### src/rtl/oclib_uart_tx_arb.sv
// Round-robin arbiter feeding one 8N1 UART transmitter; a grant is held for a whole message.
// Optional owner-idle timeout enabled by defining OCLIB_UART_TX_ARB_TIMEOUT_EN.
module oclib_uart_tx_arb #(
    parameter int unsigned ClockHz       = 100000000,
    parameter int unsigned Baud          = 115200,
    parameter int unsigned Requesters    = 4,
    parameter int unsigned TimeoutCycles = 65536
) (
    input  logic                            clock,
    input  logic                            reset,
    input  logic [Requesters-1:0]           reqValid,
    input  logic [Requesters*8-1:0]         reqData,
    input  logic [Requesters-1:0]           reqLast,
    output logic [Requesters-1:0]           reqReady,
    output logic                            tx,
    output logic                            grantValid,
    output logic [$clog2(Requesters)-1:0]   grantId
);

    localparam int unsigned IdW       = $clog2(Requesters);
    localparam int unsigned BitCycles = ClockHz / Baud;
    localparam int unsigned CycW      = (BitCycles > 1) ? $clog2(BitCycles) : 1;

    if (Requesters < 2 || Requesters > 8 || TimeoutCycles < 1) begin : g_bad_param
        $error("oclib_uart_tx_arb: Requesters must be 2..8 and TimeoutCycles >= 1");
    end

    typedef enum logic [1:0] {IDLE, LOCKED, SEND} state_e;

    state_e          state_q, state_d;
    logic [IdW-1:0]  grant_id_q, grant_id_d;
    logic [IdW-1:0]  ptr_q, ptr_d;
    logic            last_q, last_d;
    logic [9:0]      shift_q, shift_d;
    logic [3:0]      bit_q, bit_d;
    logic [CycW-1:0] cyc_q, cyc_d;
    logic [IdW-1:0]  winner;
    logic            accept;

`ifdef OCLIB_UART_TX_ARB_TIMEOUT_EN
    localparam int unsigned ToW = $clog2(TimeoutCycles + 1);
    logic [ToW-1:0]  to_cnt_q, to_cnt_d;
`endif

    // ptr_q holds the index the next search starts from (last grant + 1)
    always_comb begin
        int unsigned idx;
        logic        found;
        winner = ptr_q;
        found  = 1'b0;
        idx    = 0;
        for (int unsigned i = 0; i < Requesters; i++) begin
            idx = 32'(ptr_q) + i;
            if (idx >= Requesters) idx = idx - Requesters;
            if (!found && reqValid[IdW'(idx)]) begin
                winner = IdW'(idx);
                found  = 1'b1;
            end
        end
    end

    assign accept     = (state_q == LOCKED) && reqValid[grant_id_q];
    assign tx         = (state_q == SEND) ? shift_q[0] : 1'b1;
    assign grantValid = (state_q != IDLE);
    assign grantId    = grant_id_q;

    always_comb begin
        reqReady = '0;
        if (state_q == LOCKED) reqReady[grant_id_q] = 1'b1;
    end

    always_comb begin
        state_d    = state_q;
        grant_id_d = grant_id_q;
        ptr_d      = ptr_q;
        last_d     = last_q;
        shift_d    = shift_q;
        bit_d      = bit_q;
        cyc_d      = cyc_q;
`ifdef OCLIB_UART_TX_ARB_TIMEOUT_EN
        to_cnt_d   = '0;
`endif
        case (state_q)
            IDLE: begin
                if (|reqValid) begin
                    grant_id_d = winner;
                    ptr_d      = (winner == IdW'(Requesters - 1)) ? '0 : winner + 1'b1;
                    state_d    = LOCKED;
                end
            end
            LOCKED: begin
                if (accept) begin
                    shift_d = {1'b1, reqData[{grant_id_q, 3'b000} +: 8], 1'b0};
                    last_d  = reqLast[grant_id_q];
                    bit_d   = '0;
                    cyc_d   = '0;
                    state_d = SEND;
                end
`ifdef OCLIB_UART_TX_ARB_TIMEOUT_EN
                else begin
                    to_cnt_d = to_cnt_q + 1'b1;
                    if (to_cnt_d == ToW'(TimeoutCycles)) state_d = IDLE;
                end
`endif
            end
            SEND: begin
                if (cyc_q == CycW'(BitCycles - 1)) begin
                    cyc_d = '0;
                    if (bit_q == 4'd9) begin
                        state_d = last_q ? IDLE : LOCKED;
                    end else begin
                        bit_d   = bit_q + 1'b1;
                        shift_d = {1'b1, shift_q[9:1]};
                    end
                end else begin
                    cyc_d = cyc_q + 1'b1;
                end
            end
            default: state_d = IDLE;
        endcase
    end

    always_ff @(posedge clock) begin
        if (reset) begin
            state_q    <= IDLE;
            grant_id_q <= '0;
            ptr_q      <= '0;
            last_q     <= 1'b0;
            shift_q    <= '1;
            bit_q      <= '0;
            cyc_q      <= '0;
`ifdef OCLIB_UART_TX_ARB_TIMEOUT_EN
            to_cnt_q   <= '0;
`endif
        end else begin
            state_q    <= state_d;
            grant_id_q <= grant_id_d;
            ptr_q      <= ptr_d;
            last_q     <= last_d;
            shift_q    <= shift_d;
            bit_q      <= bit_d;
            cyc_q      <= cyc_d;
`ifdef OCLIB_UART_TX_ARB_TIMEOUT_EN
            to_cnt_q   <= to_cnt_d;
`endif
        end
    end

endmodule

### config.mk
export PLATFORM = sky130hd
export DESIGN_NAME = oclib_uart_tx_arb
export DESIGN_NICKNAME = d
export VERILOG_FILES = /design/src/rtl/oclib_uart_tx_arb.sv
export SDC_FILE = /design/constraint.sdc
export NUM_CORES = 1
export LEC_CHECK = 0
export BUFFER_PORTS_ARGS = -buffer_cell sky130_fd_sc_hd__clkbuf_2
export CAP_MARGIN = 20
export CORE_UTILIZATION = 40
export DETAILED_ROUTE_END_ITERATION = 8
export GPL_TIMING_DRIVEN = 1
export PLACE_DENSITY_LB_ADDON = 0.25
export SLEW_MARGIN = 20
export SYNTH_ARGS = -nofsm -noshare
export SYNTH_HDL_FRONTEND = slang
export SYNTH_SLANG_ARGS = --single-unit
### constraint.sdc
create_clock -name clock -period 1.7 [get_ports clock]
set_input_delay 0.085 -clock clock [delete_from_list [all_inputs] [get_ports clock]]
set_output_delay 0.085 -clock clock [all_outputs]
set_load 0.005 [all_outputs]
==> impl_results.md <==
* Status: finished with violations
* Failing checks: negative setup slack
* Synthesized flop and latch total at 30
* Antenna viol nets, final at 0
* P_leak at around 0.0011 uW
* WP buf/inv at 1
* Final wirelength at 4180 um
* Pin count of the biggest net entering global routing at 29
* Wire per inst at 12.0 um
* YS warnings at 0
* Reg-to-reg endpoint: shift_q[5]
* Largest family of logic cells by synthesized area: simple AND/OR/NAND/NOR gates
* Post-synthesis compound-gate area fraction at 0.139
* Crit Path Class: flip-flop to flip-flop
* Clock network fraction of total power at 0.239
* Tmin final at 1750 ps
* CTS tree: yes
* Core area at 0.00441 mm2
* Post-synth cell types at 46
* Final Hold Fails at 0
* RePlAce Congestion at around 0.76
* Worst Hold End: bit_q[2]
* CP Max Fanout at 7
* Power Internal at around 1700 uW
* Final Net Count at 340
* Pre-Repair DR Iteration Count at 4
* Synth Instances at 212
* Multiplexer area fraction after synthesis at 0.194
* Post-Synth Simple-Gate Area at 0.272
* Root Buffer: clkbuf_8
* Drt drc at 0
* Switch share at 0.331
* Overall Power at 2500 uW
* Synth area leader: dfxtp_1
* CP max stage delay at ~550 ps
* R2R depth at 6
* Share of layout cells above drive strength 1 at 0.385
* Adder-cell area share of the yosys netlist at 0.0202
* Comb power frac at 0.414
* Max Cap Viol at 0
* Max-slew headroom at 0.714
* First-pass GRT wire length at between 6000 and 7000 um
* H-tree depth at 2
* Fin util at 0.577
* Async SR Flop Fraction at 0
* Max-slew violation count at 0
* Die area at roughly 0.005 mm2
* Post-Synth XOR/XNOR Area at 0.00943
* I/O Pins at 50
* Worst hold path class: input pin to flip-flop
* Worst-path clk slew at about 60 ps
* Post-route setup slack at -54.5 ps
* Maximum VDD drop at 0.452 mV
* Final setup vio count at 7
* Clk_skew at between 4 and 5 ps
* Sequential Power Share at 0.347
* Synthesized cell area at 0.00186 mm2
* Total inserted antenna cells at 0
* Gr usage total at 0.177
* Synth area leaders: dfxtp_1, nor2_1, mux4_2, mux2i_1, mux4_1
* Reg-to-reg critical path startpoint: grantId[0]
* Clk_lat worst skew at between 200 and 300 ps
* Iter 0 DRT Violations at between 60 and 70
* Worst EP required at 1870 ps
* Via Count at between 1500 and 2000
* Clock tree buffer depth at 2
* Initial antenna violation count at 0
* R2R setup slack at -50 ps
* Vias in the first global route at 1676
* Fillers at around 410
* Row cnt at 24
* Syn Area/Cell at around 8.8 um2
* Max Fclk at approximately 570 MHz
* Final period utilization at 1.03
* RSZ-0062 raised after global routing: yes
* Die Wd at 70.1 um
* GRT overflow at 0
* Hold Buf Count CTS at 0
* Psw at ~830 uW
* Synth-to-layout area growth at 37.1%
* Seq/Total Area, Yosys at 0.323
* Slew @ Worst Pin at between 400 and 500 ps
* Starting Density at 0.421
* Crit start category: flip-flop
* Post-synth top area share at 0.323
* Hold Path Origin: reset
* Placed Cells incl. Taps at 338
* Worst Hold Depth at 4
* Top Family by Delay on Critical Path: multiplexers
* PortBufs at 49
* CP max-delay cell: mux4_2
* Post-synth EDFFs at 0
* Syn nets at 257
* Crit path cell chain: mux4_2, nand2_4, a21boi_4, buf_4, mux2i_1, nand2b_1
* Die Span Y at around 70 um
* DPL Wire Length at 3180 um
* CTS Buf Count at 5
* Post-route insts no fill at between 300 and 400
* Main synth FF type: dfxtp_1
* Cell Pwr Density at a little under 1000 mW/mm2
* CTS Sinks at 30
* Crit end category: flip-flop
* Vias per inst at 5.18
* Crit path DAT at around 1900 ps
## final cells by class
type	instances	area, um2	share of cell area
Timing Repair Buffer	86	534	0.210
Sequential cell	30	604	0.237
Multi-Input combinational cell	166	1230	0.482
Clock inverter	1	5.00	0.00197
Clock buffer	7	86.3	0.0339
Inverter	6	22.5	0.00885
Tap cell	52	65.1	0.0256
## flip-flops by register name (all words and copies together), names as in the netlist
register and flops:
cyc_q 10, ptr_q 2, shift_q 9, grantId 2, bit_q 4, state_q 2, last_q 1
## layout by cell type (no fill, tap or decap), types with 3 or more instances in the layout
master	netlist	routed
a211oi_1	5	5
a21oi_1	11	8
a21oi_2	0	3
a31oi_1	3	3
buf_4	0	34
buf_6	2	3
clkbuf_2	0	49
clkbuf_8	0	6
dfxtp_1	30	27
dfxtp_2	0	3
inv_1	6	6
mux2i_1	12	12
mux4_1	4	4
mux4_2	6	6
nand2_1	10	10
nand2b_1	12	12
nand3_1	6	6
nor2_1	45	45
nor2b_1	3	3
nor3_1	6	6
o21ai_0	6	5
## synthesized netlist by cell type (2+ instances only)
cell type  instances
xnor2_1            2
mux4_2             6
ha_1               3
a311oi_1           2
buf_2              2
nand4_1            2
mux2i_1           12
dfxtp_1           30
nor2b_1            3
a211oi_1           5
clkbuf_1           5
o21ai_0            6
a21oi_1           11
nand3_1            6
inv_1              6
buf_6              2
or2_2              2
a31oi_1            3
nand2b_1          12
nand2_1           10
or3_1              2
nor2_1            45
mux4_1             4
nor3_1             6
nor4_1             2
a22oi_1            2
or4_1              2
## worst min-delay path, cell delays in order
cell and delay (ps):
clkbuf_2 110, a21oi_1 50, or4b_1 150, nand2_1 40
## metrics by stage
| stage | hold slack (ps) | TNS (ps) | setup slack (ps) | cell area (um2) |
|---|---|---|---|---|
| 2_1_floorplan | 284 | -895 | -159 | 1860 |
| 3_3_place_gp | 463 | -247 | -49.0 | 2380 |
| 3_5_place_dp | 470 | -516 | -81.0 | 2380 |
| 4_1_cts | 194 | -504 | -83.2 | 2470 |
| 5_1_grt | 219 | -677 | -107 | 2540 |
| 6_report | 197 | -244 | -54.5 | 2540 |
## power groups by stage
stage	sequential [uW]	clock, uW	combinational, uW
after floorplan	873	0	663
after global placement	875	0	986
after detailed placement	875	0	1000
after CTS	861	614	1000
after global routing	880	644	1150
final	867	598	1030
## what timing repair did
item                                    in CTS  in global routing
endpoints found under the setup margin       8                 19
pin swaps                                    1                  4
resized for setup                            0                 13
buffers inserted                             0                  2
## how the worst max path moves through the flow
stage | start | end | slack [ps] | cells after the start
after global routing | grantId[0] | shift_q[6] | -110 | 6
after CTS | grantId[0] | shift_q[4] | -80 | 6
after global placement | grantId[0] | shift_q[3] | -50 | 6
final | grantId[0] | shift_q[5] | -50 | 6
after detailed placement | grantId[0] | shift_q[3] | -80 | 6
after floorplan | grantId[0] | shift_q[4] | -160 | 7
## routing by layer
metal | GRT usage | share of wire | up-vias
li1 | - | - | 928
met1 | 0.226 | 0.48 | 821
met2 | 0.292 | 0.46 | 49
met3 | 0.0476 | 0.049 | 5
met4 | 0.0556 | 0.012 | 0
met5 | 0 | 0 | -
## logic make-up (layout without fill, tap and decap cells)
logic type	count (synthesis)	count (layout)
AOI/OAI and AO/OA	38	38
and+or+nand+nor	101	101
adders and majority gates	3	3
xor gates and xnor gates	2	2
buffers and inverters	16	100
DFF	30	30
muxes	22	22
No activity file was read; power rests on OpenSTA's default activity.
